File: src/rtl/clock_pkg.sv
// Shared types and constants for the HH:MM time-setting path.
// The state encoding is part of the debug interface (state_o), so it is fixed.
package clock_pkg;

    typedef enum logic [1:0] {
        RUN     = 2'd0,
        SET_HR  = 2'd1,
        SET_MIN = 2'd2,
        COMMIT  = 2'd3
    } set_state_t;

    localparam logic [4:0] HOUR_MAX_24 = 5'd23;
    localparam logic [4:0] HOUR_MAX_12 = 5'd12;
    localparam logic [4:0] HOUR_MIN_12 = 5'd1;
    localparam logic [5:0] MIN_MAX     = 6'd59;

    // Map a live counter hour into the editing range of the chosen format.
    // In 12 h format hour 0 reads as 12 and afternoon hours fold down by 12.
    function automatic logic [4:0] capture_hour(input logic [4:0] hour, input logic mil);
        logic [4:0] result;
        result = hour;
        if (!mil) begin
            if (hour == 5'd0) begin
                result = HOUR_MAX_12;
            end else if (hour > HOUR_MAX_12) begin
                result = hour - HOUR_MAX_12;
            end
        end
        return result;
    endfunction

    // One hour step with format-dependent wrap: 23 -> 0 (24 h), 12 -> 1 (12 h).
    function automatic logic [4:0] next_hour(input logic [4:0] hour, input logic mil);
        logic [4:0] result;
        result = hour + 5'd1;
        if (mil) begin
            if (hour == HOUR_MAX_24) begin
                result = 5'd0;
            end
        end else begin
            if (hour == HOUR_MAX_12) begin
                result = HOUR_MIN_12;
            end
        end
        return result;
    endfunction

    // One minute step, 59 -> 0; never carries into the hour.
    function automatic logic [5:0] next_min(input logic [5:0] min);
        logic [5:0] result;
        result = min + 6'd1;
        if (min == MIN_MAX) begin
            result = 6'd0;
        end
        return result;
    endfunction

endpackage

File: src/rtl/btn_debounce.sv
// Push-button conditioner: two-flop synchroniser followed by a stability
// counter. The debounced level follows the raw input DEBOUNCE_MS+2 cycles
// after it settles; press is a one-cycle pulse on the debounced 0->1 edge,
// aligned with the level update.
module btn_debounce #(
    parameter int DEBOUNCE_MS = 4
) (
    input  logic clk_1ms,
    input  logic reset_n,
    input  logic raw,
    output logic level,
    output logic press
);

    localparam int CW = $clog2(DEBOUNCE_MS + 1);
    localparam logic [CW-1:0] CNT_LAST = CW'(DEBOUNCE_MS - 1);

    logic          sync_q1;
    logic          sync_q2;
    logic [CW-1:0] stable_cnt;

    // Bring the asynchronous button into the clk_1ms domain.
    always_ff @(posedge clk_1ms) begin
        if (!reset_n) begin
            sync_q1 <= 1'b0;
            sync_q2 <= 1'b0;
        end else begin
            sync_q1 <= raw;
            sync_q2 <= sync_q1;
        end
    end

    // Accept a new level only after it has differed from the current one for DEBOUNCE_MS cycles.
    always_ff @(posedge clk_1ms) begin
        if (!reset_n) begin
            level      <= 1'b0;
            press      <= 1'b0;
            stable_cnt <= '0;
        end else begin
            press <= 1'b0;
            if (sync_q2 == level) begin
                stable_cnt <= '0;
            end else if (stable_cnt == CNT_LAST) begin
                level      <= sync_q2;
                press      <= sync_q2;
                stable_cnt <= '0;
            end else begin
                stable_cnt <= stable_cnt + 1'b1;
            end
        end
    end

endmodule

File: src/rtl/time_set_ctrl.sv
// Manual time-setting sequencer between the board buttons and the HH:MM
// counter. MODE walks RUN -> SET_HR -> SET_MIN -> COMMIT -> RUN; INC (with
// auto-repeat) steps the field being edited, which blinks on the display.
// COMMIT issues a single-cycle load; an idle SET session times out to RUN
// without loading.
module time_set_ctrl
    import clock_pkg::*;
#(
    parameter int DEBOUNCE_MS  = 4,
    parameter int REPEAT_DELAY = 500,
    parameter int REPEAT_RATE  = 100,
    parameter int BLINK_HALF   = 250,
    parameter int TIMEOUT_MS   = 10000
) (
    input  logic       clk_1ms,
    input  logic       reset_n,
    input  logic       mode_btn,
    input  logic       inc_btn,
    input  logic       mil_time,
    input  logic [4:0] cur_hour,
    input  logic [5:0] cur_min,
    output logic       run_en,
    output logic       load,
    output logic [4:0] set_hour,
    output logic [5:0] set_min,
    output logic       blank_hour,
    output logic       blank_min,
    output logic [1:0] state_o
);

    // Repeat counter is shared by the initial delay and the repeat rate.
    localparam int REP_MAX = (REPEAT_DELAY > REPEAT_RATE) ? REPEAT_DELAY : REPEAT_RATE;
    localparam int RW      = $clog2(REP_MAX + 1);
    localparam int BW      = $clog2(BLINK_HALF + 1);
    localparam int TW      = $clog2(TIMEOUT_MS + 1);

    localparam logic [RW-1:0] DELAY_LAST = RW'(REPEAT_DELAY - 1);
    localparam logic [RW-1:0] RATE_LAST  = RW'(REPEAT_RATE - 1);
    localparam logic [BW-1:0] BLINK_LAST = BW'(BLINK_HALF - 1);
    localparam logic [TW-1:0] IDLE_LAST  = TW'(TIMEOUT_MS - 1);

    set_state_t    state;
    logic          mode_l;

    logic          mode_level;
    logic          mode_press;
    logic          inc_level;
    logic          inc_press;

    logic [RW-1:0] rep_cnt;
    logic          rep_active;
    logic          rep_fast;
    logic          rep_hold;
    logic          rep_tick;

    logic [BW-1:0] blink_cnt;
    logic          phase;

    logic [TW-1:0] idle_cnt;
    logic          timeout;

    logic          in_set;
    logic          inc_step;
    logic          enter_set;

    btn_debounce #(.DEBOUNCE_MS(DEBOUNCE_MS)) u_mode_db (
        .clk_1ms (clk_1ms),
        .reset_n (reset_n),
        .raw     (mode_btn),
        .level   (mode_level),
        .press   (mode_press)
    );

    btn_debounce #(.DEBOUNCE_MS(DEBOUNCE_MS)) u_inc_db (
        .clk_1ms (clk_1ms),
        .reset_n (reset_n),
        .raw     (inc_btn),
        .level   (inc_level),
        .press   (inc_press)
    );

    // Decode the events the FSM and counters react to; MODE always beats INC.
    always_comb begin
        in_set    = (state == SET_HR) || (state == SET_MIN);
        rep_hold  = in_set && inc_level && !mode_level;
        rep_tick  = rep_hold && rep_active &&
                    (rep_fast ? (rep_cnt == RATE_LAST) : (rep_cnt == DELAY_LAST));
        inc_step  = in_set && !mode_press && (inc_press || rep_tick);
        enter_set = mode_press && ((state == RUN) || (state == SET_HR));
        timeout   = in_set && (idle_cnt == IDLE_LAST);
    end

    // Main sequencer with registered run_en/load and the working time registers.
    always_ff @(posedge clk_1ms) begin
        if (!reset_n) begin
            state    <= RUN;
            mode_l   <= 1'b0;
            run_en   <= 1'b1;
            load     <= 1'b0;
            set_hour <= 5'd0;
            set_min  <= 6'd0;
        end else begin
            load <= 1'b0;
            case (state)
                RUN: begin
                    run_en <= 1'b1;
                    if (mode_press) begin
                        mode_l   <= mil_time;
                        set_hour <= capture_hour(cur_hour, mil_time);
                        set_min  <= cur_min;
                        run_en   <= 1'b0;
                        state    <= SET_HR;
                    end
                end
                SET_HR: begin
                    if (mode_press) begin
                        state <= SET_MIN;
                    end else if (inc_step) begin
                        set_hour <= next_hour(set_hour, mode_l);
                    end else if (timeout) begin
                        run_en <= 1'b1;
                        state  <= RUN;
                    end
                end
                SET_MIN: begin
                    if (mode_press) begin
                        load  <= 1'b1;
                        state <= COMMIT;
                    end else if (inc_step) begin
                        set_min <= next_min(set_min);
                    end else if (timeout) begin
                        run_en <= 1'b1;
                        state  <= RUN;
                    end
                end
                COMMIT: begin
                    run_en <= 1'b1;
                    state  <= RUN;
                end
                default: begin
                    run_en <= 1'b1;
                    state  <= RUN;
                end
            endcase
        end
    end

    // Auto-repeat: armed only by an INC press inside a SET state, dropped on release or MODE.
    always_ff @(posedge clk_1ms) begin
        if (!reset_n) begin
            rep_cnt    <= '0;
            rep_active <= 1'b0;
            rep_fast   <= 1'b0;
        end else if (!rep_hold || mode_press) begin
            rep_cnt    <= '0;
            rep_active <= 1'b0;
            rep_fast   <= 1'b0;
        end else if (inc_press) begin
            rep_cnt    <= '0;
            rep_active <= 1'b1;
            rep_fast   <= 1'b0;
        end else if (rep_tick) begin
            rep_cnt  <= '0;
            rep_fast <= 1'b1;
        end else if (rep_active) begin
            rep_cnt <= rep_cnt + 1'b1;
        end
    end

    // Blink phase: free-running, restarted visible on SET entry and on each step.
    always_ff @(posedge clk_1ms) begin
        if (!reset_n) begin
            blink_cnt <= '0;
            phase     <= 1'b0;
        end else if (enter_set || inc_step) begin
            blink_cnt <= '0;
            phase     <= 1'b0;
        end else if (blink_cnt == BLINK_LAST) begin
            blink_cnt <= '0;
            phase     <= ~phase;
        end else begin
            blink_cnt <= blink_cnt + 1'b1;
        end
    end

    // Idle timer: runs only inside a SET state and restarts on any button activity.
    always_ff @(posedge clk_1ms) begin
        if (!reset_n) begin
            idle_cnt <= '0;
        end else if (!in_set || mode_press || inc_press || rep_tick) begin
            idle_cnt <= '0;
        end else begin
            idle_cnt <= idle_cnt + 1'b1;
        end
    end

    assign blank_hour = (state == SET_HR) && phase;
    assign blank_min  = (state == SET_MIN) && phase;
    assign state_o    = state;

endmodule
File: config.mk
export PLATFORM = sky130hd
export DESIGN_NAME = time_set_ctrl
export DESIGN_NICKNAME = d
export VERILOG_FILES = /design/src/rtl/clock_pkg.sv /design/src/rtl/btn_debounce.sv /design/src/rtl/time_set_ctrl.sv
export SDC_FILE = /design/constraint.sdc
export NUM_CORES = 1
export LEC_CHECK = 0
export ABC_CLOCK_PERIOD_IN_PS = 2000
export BUFFER_PORTS_ARGS = -buffer_cell sky130_fd_sc_hd__buf_2
export CORE_MARGIN = 2
export CORE_UTILIZATION = 55
export CTS_BUF_LIST = sky130_fd_sc_hd__clkbuf_8
export DETAILED_ROUTE_END_ITERATION = 16
export GPL_TIMING_DRIVEN = 0
export MAX_ROUTING_LAYER = met4
export PLACE_DENSITY = 0.78
export SETUP_SLACK_MARGIN = 0.4
export SYNTH_ARGS = -nofsm -noshare
export SYNTH_HDL_FRONTEND = slang
export SYNTH_HIERARCHICAL = 1
export SYNTH_SLANG_ARGS = --single-unit
export TNS_END_PERCENT = 20
File: constraint.sdc
create_clock -name clk_1ms -period 2 [get_ports clk_1ms]
set_input_delay 0 -clock clk_1ms [delete_from_list [all_inputs] [get_ports clk_1ms]]
set_output_delay 0 -clock clk_1ms [all_outputs]
set_load 0.02 [all_outputs]
==> metrics, run 1 <==
status finished, violations left; failing checks negative setup slack; clock power share a little over two fifths; CP bufs+invs 2; Post-Syn Area around 3200 um2; crit-path max FO 8; CP max stage delay about 540 ps; Port Buf Inserts 31; core box area 5570 um2; Post-DP HPWL 4520 um; number of synthesized flops with an enable pin 0; Leak 1.47 nW; CTS tree done; unrepaired setup endpoints after global routing yes; first-pass GRT wire length 11300 um; Net Sw Power 0.532 mW; DRT iter0 DRCs 122; Final Cycle Share 105%; total grt overflow 0; GR Util All Layers 23.2%; DR vias/cell 5.63; CP Depth 7; DRC viols 0; Rel. slew slack around 64%; Reg power frac 53.8%; Sink Count 64; Worst-path clk slew 60 ps; per-cell routed wire length about 14 um; Initial Util 57.3%; worst reg-to-reg path cell count 7; Fin Setup TNS -861 ps; average cell area after synthesis a little under 9 um2; synth warn 6; Req. time, crit path between 2000 and 2500 ps; vias after detailed routing between 2k and 3k; Slowest cell on crit path or4b_4; Power Density 613 nW/um2; asr flop ratio synth 0%; post-synthesis cell count 359; via count of the first global-routing pass 2591; switching share of power 22.2%; Root Driver clkbuf_8; max-slew violations 0; Setup WS post-layout -91.4 ps; final total power about 2.4 mW; die span in y 80.2 um; Int Pwr between 1.5 and 2 mW; final setup fails 26; WP data arrival 2310 ps; critical path's top delay family compound AO/OA/AOI/OAI gates; RD Place Congestion between 0.8 and 0.9; worst slew pin tran 538 ps; sequential share of the synthesized area 40.1%; clk buf depth 2; Routed WL 6960 um; Final min period 2090 ps; site row count 27; FF+latch count, synth 64; initial antenna violation count 0; Top Ports 33; crit path kind reg2reg; Logic pwr share about 3.8%; nets around 450; crit-path cells or4b_4, a2111oi_4, buf_4, buf_6, a41oi_4, a221oi_2, a211oi_2; Synth Flop Type dfxtp_1; final hold slack 13.6 ps; H-Tree Depth 3; Clock Skews ~6.4 ps; Max Clk Rate 478 MHz; maximum vdd ir drop between 0.5 and 0.6 mV; Clk Latency, worst-skew pair 340 ps; largest net degree at the start of global routing 16; Hold Violations, Final 0; syn_nets 392; TritonCTS Buffers 9; die area 6440 um2; Setup crit end kind flip-flop; Startpoint Class flip-flop; Max Cap Viol 0; pre-CTS WS -255 ps; antenna-violating nets left 0; Initial DRT Pass Iterations 4; die width 80.2 um; worst min path class in2reg; Diodes inserted 0; number of distinct library cells after synthesis 58; Hold Crit Depth 2; area delta synth->final 22.3%; fraction of layout cells with a size suffix above 1 24.6%
[what timing repair did]
action,CTS,global route
cloned,2,0
setup endpoints to repair,49,49
pin swaps,15,13
resized for setup,19,24
hold buffers,2,0
hold endpoints to repair,2,0
setup buffers,8,1
[sequential cells by signal, summed over array words and instances, names as in the netlist, 2 cells and up]
| name | flops |
|---|---|
| state_o | 2 |
| u_inc_db/stable_cnt | 3 |
| u_mode_db/stable_cnt | 3 |
| blink_cnt | 8 |
| set_min | 6 |
| set_hour | 5 |
| idle_cnt | 14 |
| rep_cnt | 9 |
[path summary, 6_finish.rpt]
check | startpoint | end | slack (ps)
min | reset_n | u_mode_db/level | 10
max | rep_cnt[4] | set_hour[1] | -90
max reg2reg | rep_cnt[4] | set_hour[1] | -90
min reg2reg | u_mode_db/stable_cnt[0] | u_mode_db/stable_cnt[0] | 440
[cells by family (layout without fill, tap and decap cells)]
group                      Yosys count  after routing  synth area share [%]
and+or+nand+nor                    153            153                  24.7
DFF                                 64             64                  40.1
AOI/OAI and AO/OA                   60             60                  14.6
xor gates and xnor gates            31             31                  8.50
buffers and inverters               29             89                  3.84
adders and majority gates           17             17                  6.66
muxes                                5              5                  1.57
[power by group through the flow]
stage	combinational (mW)	sequential [mW]	clock [mW]
3_5_place_dp	0.0852	1.32	0
6_report	0.0920	1.29	1.01
4_1_cts	0.0889	1.29	1.04
5_1_grt	0.102	1.29	1.08
3_3_place_gp	0.0829	1.32	0
2_1_floorplan	0.0519	1.32	0
[per-stage QoR]
stage | cell area, um2 | std cells | util (%)
2_1_floorplan | 3220 | 359 | -
3_3_place_gp | 3460 | 462 | 62.1
3_5_place_dp | 3460 | 462 | 62.1
4_1_cts | 3800 | 490 | 68.2
5_1_grt | 3910 | 491 | 70.1
6_report | 3910 | 491 | 70.1
[routing by layer]
metal	vias to the layer above	track usage (%)	share of wire [%]
met3	18	6.07	3.8
met4	0	9.49	2.2
met2	53	39.6	50
met5	-	-	0
li1	1373	-	-
met1	1322	25.7	44
[cells in the mapped netlist (all sizes together) (2+ instances only)]
library cell / instances / area (um2)
a211oi: 4 / 45.1
a21oi: 15 / 75.1
a31o: 2 / 17.5
a41o: 2 / 21.3
and2: 7 / 45.1
and3: 6 / 40.0
and4b: 2 / 22.5
and4bb: 2 / 25.0
buf: 4 / 28.8
clkbuf: 8 / 30.0
dfxtp: 64 / 1280
ha: 17 / 213
inv: 16 / 60.1
mux2i: 5 / 50.1
nand2: 21 / 78.8
nand2b: 7 / 43.8
nand3: 15 / 75.1
nand4: 6 / 37.5
nand4b: 2 / 17.5
nor2: 59 / 221
nor2b: 4 / 25.0
nor3: 8 / 40.0
nor4: 2 / 12.5
nor4b: 5 / 43.8
o211ai: 4 / 30.0
o21ai: 12 / 67.6
o221ai: 2 / 17.5
o31ai: 2 / 15.0
o32ai: 3 / 26.3
or3: 3 / 18.8
xnor2: 15 / 131
xor2: 16 / 140
[placed cells by master, fill, tap and decap left out, types with 3 or more instances in the layout]
cell type	count
nor3_1	6
clkbuf_1	5
nand2_1	21
clkbuf_8	12
xor2_1	16
inv_1	15
nor4b_1	5
mux2i_1	5
o21ai_0	8
o211ai_1	4
nand4_1	6
and3_1	4
a21oi_1	11
buf_6	8
and2_1	6
buf_4	8
ha_1	14
xnor2_1	15
dfxtp_1	60
a211oi_2	4
o32ai_1	3
nand3_1	15
nor2b_1	4
nand2b_1	7
buf_2	32
a21oi_2	4
nor2_1	58
[area by class of cell]
cell class / count / area [um2]
Buffer: 12 / 91.3
Clock buffer: 12 / 165
Clock inverter: 4 / 18.8
Fill cell: 454 / 1670
Inverter: 17 / 66.3
Multi-Input combinational cell: 266 / 1910
Sequential cell: 64 / 1290
Tap cell: 72 / 90.1
Timing Repair Buffer: 44 / 273
Power figures use the tool's default switching activity.
==> run 2: changes to the inputs <==
- ABC_CLOCK_PERIOD_IN_PS: 2000 -> 1700
- CORE_UTILIZATION: 55 -> 31
- PLACE_DENSITY: 0.78 -> not set
- clock period: 2 -> 1.7 ns (I/O delays scaled with it)
==> run 2 against run 1 <==
Against the previous run:
- cell count up 14%
- setup slack lost 280 ps
- first-iteration DRC count shrank 38%
- critical path depth increased by 1
- critical path type unchanged
- sequential share of layout area down 1.7 points
- count of clock-buffer cells in the layout decreased by 2
- clock skew about the same
- the flow still finishes with violations (negative setup slack)
==> metrics, run 2 (synthesized netlist as in run 1, its figures left out) <==
status finished, violations left; failing checks negative setup slack; crit-path cells or4b_4, a2111oi_4, buf_4, and2_2, or3_4, buf_6, buf_6, nor2_1; Sink Count 64 (unchanged); largest net degree at the start of global routing 16 (unchanged); Fin Setup TNS -13810 ps (-12950 ps); Reg with most FFs idle_cnt; max-slew violations 0 (unchanged); Worst-path clk slew 70 ps (about the same); initial antenna violation count 0 (unchanged); Startpoint Class flip-flop; crit-path max FO 6 (-2); DRT iter0 DRCs 76 (-38%); Largest register FFs 14 (unchanged); DR vias/cell 4.82 (-14%); fraction of layout cells with a size suffix above 1 26.1% (+1.5 points); Port Buf Inserts 31 (unchanged); Setup crit end kind flip-flop; antenna-violating nets left 0 (unchanged); Post-DP HPWL 4690 um (+3.7%); Root Driver clkbuf_8; WP data arrival 2300 ps (about the same); CTS tree done; pre-CTS WS -547 ps (-291 ps); Hold Violations, Final 0 (unchanged); Max Clk Rate 483 MHz (+1.1%); vias after detailed routing 2711 (-2.0%); biggest registers after layout idle_cnt: 14 flops, rep_cnt: 9 flops, blink_cnt: 8 flops; CP bufs+invs 3 (+1); CP Depth 8 (+1); Top Ports 33 (unchanged); unrepaired setup endpoints after global routing yes; Rel. slew slack 55.9% (-8.3 points); most frequent cells in the layout 60 x dfxtp_1, 58 x nor2_1, 29 x buf_2; DRC viols 0 (unchanged); Final Cycle Share 122% (+17 points); Routed WL 6810 um (-2.2%); crit path kind reg2reg; Setup WS post-layout -368 ps (-277 ps); Area after DPL 3540 um2 (+2.3%); total grt overflow 0 (unchanged); per-cell routed wire length 12.1 um (-15%); die span in y 106 um (+32%); via count of the first global-routing pass 2506 (-3.3%); Clk Latency, worst-skew pair 340 ps (about the same); TritonCTS Buffers 9 (unchanged); Final min period 2070 ps (-23.1 ps); Req. time, crit path 1930 ps (-290 ps); maximum vdd ir drop 0.310 mV (-43%); Finished Layout Cells 562 (+14%); die area 11100 um2 (+73%); Leak 1.53 nW (+4.4%); site row count 37 (+37%); final core utilization 40.5% (-30 points); Slowest cell on crit path or4b_4; worst reg-to-reg path cell count 8 (+1); area delta synth->final 29.1%; CP max stage delay 540 ps (about the same); Power Density 777 nW/um2 (+27%); nets 454 (+1.6%); first-pass GRT wire length 11100 um (-2.1%); Hold Crit Depth 2 (unchanged); final instance area 4130 um2 (+5.5%); Initial Util 31.4% (-26 points); Diodes inserted 0 (unchanged); Initial DRT Pass Iterations 4 (unchanged); commonest non-fill, non-tap cell in the layout dfxtp_1; worst slew pin tran 655 ps (+117 ps); die width 106 um (+32%); cell mode on critical path buf_6; final total power 3.21 mW (+34%); RD Place Congestion 0.805 (-5.5%); critical path's top delay family simple AND/OR/NAND/NOR gates; final hold slack 18.6 ps (+5.04 ps); core box area 10200 um2 (+83%); Max Cap Viol 0 (unchanged); GR Util All Layers 12.5% (-11 points); # placed instances 526 (+14%); Clock Skews 6.76 ps (+0.332 ps); H-Tree Depth 3 (unchanged); final setup fails 47 (+81%); clk buf depth 2 (unchanged); worst min path class in2reg
## run 2: cell count changes in the layout (fill, tap and decap cells not counted), sizes merged
cell | previous run | this run
buf | 49 | 56
bufinv | 0 | 3
clkbuf | 17 | 15
inv | 19 | 17
clkinv | 2 | 3
## run 2: repair_timing
| action | CTS | global route |
|---|---|---|
| setup endpoints to repair | 50 | 49 |
| hold buffers | 2 | 0 |
| pin swaps | 15 | 8 |
| hold endpoints to repair | 2 | 0 |
| gates cloned | 2 | 0 |
| buffers inserted | 9 | 7 |
| gates resized for setup | 24 | 21 |
## run 2: layer usage
layer  GRT usage, %  vias up  wire length [um]
met4           4.23        0               103
li1               -     1387                 -
met3           3.28        9               215
met2           19.9       45              3230
met5              -        -                 0
met1           15.5     1270              3260
## run 2: final timing paths
check	end	slack (ps)	from
setup / recovery	idle_cnt[10]	-370	rep_cnt[8]
hold / removal	u_inc_db/level	20	reset_n
setup reg to reg	idle_cnt[10]	-370	rep_cnt[8]
hold reg to reg	u_mode_db/sync_q2	440	u_mode_db/sync_q1
## run 2: layout make-up
type                            instances  area, um2
Multi-Input combinational cell        266       1920
Clock inverter                          6        108
Timing Repair Buffer                   51        330
Tap cell                              136        170
Buffer                                 12        105
Inverter                               17       63.8
Fill cell                            1011       6060
Sequential cell                        64       1290
Clock buffer                           10        138
## run 2: power by group
group	internal, mW	total (mW)	switching (mW)
registers	1.51	1.52	0.00874
clock network	1.01	1.58	0.575
logic	0.0481	0.106	0.0581
==> run 3: changes to the inputs <==
- BUFFER_PORTS_ARGS: -buffer_cell sky130_fd_sc_hd__buf_2 -> -buffer_cell sky130_fd_sc_hd__buf_4
- CAP_MARGIN: not set -> 20
- CORE_UTILIZATION: 31 -> 55
- PLACE_DENSITY: not set -> 0.78
==> run 3 against run 2 <==
Against the previous run:
- via count grew 2.1%
- flip-flop and latch count is the same
- cell count shrank 12%
- register-to-register slack lost 40 ps
- the run still ends with negative setup slack left
- setup slack lost 38 ps
- largest cell class unchanged
==> metrics, run 3 (synthesized netlist as in run 1, its figures left out) <==
Setup crit end kind flip-flop; initial antenna violation count 0 (unchanged); WP data arrival 2350 ps (+50 ps); DRC viols 0 (unchanged); maximum vdd ir drop 0.483 mV (+56%); final setup fails 46 (-2.1%); unrepaired setup endpoints after global routing yes; Clk Latency, worst-skew pair 350 ps (about the same); clk buf depth 2 (unchanged); Clock Skews 8.92 ps (+2.16 ps); biggest registers after layout idle_cnt: 14 flops, rep_cnt: 9 flops, blink_cnt: 8 flops; Final Cycle Share 124% (+2.2 points); Setup WS post-layout -407 ps (-38.2 ps); Diodes inserted 0 (unchanged); Req. time, crit path 1950 ps (+20 ps); final core utilization 72.3% (+32 points); total grt overflow 0 (unchanged); GR Util All Layers 22.9% (+10 points); Root Driver clkbuf_8; first-pass GRT wire length 11200 um (+0.88%); Area after DPL 3540 um2 (about the same); max-slew violations 0 (unchanged); Power Density 693 nW/um2 (-11%); H-Tree Depth 3 (unchanged); DRT iter0 DRCs 238 (+210%); largest net degree at the start of global routing 12 (-4); crit path kind reg2reg; failing checks negative setup slack; via count of the first global-routing pass 2494 (-0.48%); worst slew pin tran 664 ps (+8.81 ps); RD Place Congestion 0.896 (+11%); Initial Util 57.3% (+26 points); setup slack, reg-to-reg -410 ps (-40 ps); status finished, violations left; Initial DRT Pass Iterations 4 (unchanged); core box area 5570 um2 (-45%); DR vias/cell 5.57 (+15%); site row count 27 (-27%); Top Ports 33 (unchanged); antenna-violating nets left 0 (unchanged); die area 6440 um2 (-42%); final hold slack 7.53 ps (-11.1 ps); final total power 2.79 mW (-13%); Sink Count 64 (unchanged); vias after detailed routing 2768 (+2.1%); worst min path class in2reg; Largest register FFs 14 (unchanged); Routed WL 7010 um (+3.0%); Max Cap Viol 0 (unchanged); nets 453 (-0.22%); Post-DP HPWL 4650 um (-0.89%); Startpoint Class flip-flop; Port Buf Inserts 31 (unchanged); Reg with most FFs idle_cnt; CTS tree done; area delta synth->final 26.2%; fraction of layout cells with a size suffix above 1 26.1% (+0.061 points); Rel. slew slack 55.3% (-0.59 points); TritonCTS Buffers 9 (unchanged); Worst-path clk slew 70 ps (about the same); Final min period 2110 ps (+38.2 ps); per-cell routed wire length 14.1 um (+16%); most frequent cells in the layout 58 x nor2_1, 58 x dfxtp_1, 43 x buf_4; final instance area 4030 um2 (-2.3%); Leak 1.50 nW (-2.0%); die span in y 80.2 um (-24%); Max Clk Rate 475 MHz (-1.8%); Hold Violations, Final 0 (unchanged); crit-path max FO 10 (+4); die width 80.2 um (-24%)
run 3: timing repair:
item,4_1_cts,5_1_grt
setup buffers,7,5
endpoints found under the setup margin,50,49
hold endpoints to repair,10,0
pin swaps,11,8
cloned,2,0
resized for setup,20,25
hold buffers,5,0
run 3: layer usage:
metal | track usage, % | wire (um) | vias to the layer above
met5 | - | 0 | -
met4 | 9.49 | 123 | 0
met3 | 4.94 | 250 | 11
met2 | 36.8 | 3430 | 54
met1 | 27.8 | 3210 | 1311
li1 | - | - | 1392
run 3: cell type report:
cell class	count	area, um2
buffer	12	101
clock inverter	6	33.8
clock buffer	10	138
sequential	64	1290
inverter	17	66.3
multi-input combinational	266	1910
tap	72	90.1
fill	437	1540
timing repair buffer	50	399
run 3: per-stage QoR:
| stage | setup WS (ps) | std cells | TNS [ps] |
|---|---|---|---|
| after global routing | -471 | 497 | -16720 |
| after detailed placement | -555 | 462 | -21060 |
| after floorplan | -322 | 359 | -9960 |
| final | -407 | 497 | -13010 |
| after CTS | -435 | 492 | -14970 |
| after global placement | -533 | 462 | -19730 |
run 3: path summary, 6_finish.rpt:
path / from / to / depth (start not counted)
worst max-delay path: state_o[0] / set_min[3] / 9
worst min-delay path: cur_hour[0] / set_hour[0] / 3
worst max register to register: state_o[0] / set_min[3] / 9
worst min register to register: u_mode_db/stable_cnt[0] / u_mode_db/stable_cnt[0] / 1
run 3: critical path: stages (launching register included):
cell     delay, ps
dfxtp_4        380
inv_4           50
ha_2           180
buf_8          130
or4bb_4        560
a21oi_2        130
a41o_1         190
buf_6          150
o21ai_2         50
a31o_1         190
run 3: power by group:
group	switching [mW]	total (mW)	internal [mW]
sequential	0.00901	1.52	1.51
clock	0.597	1.16	0.558
combinational	0.0597	0.121	0.0617
total	0.666	2.79	2.13
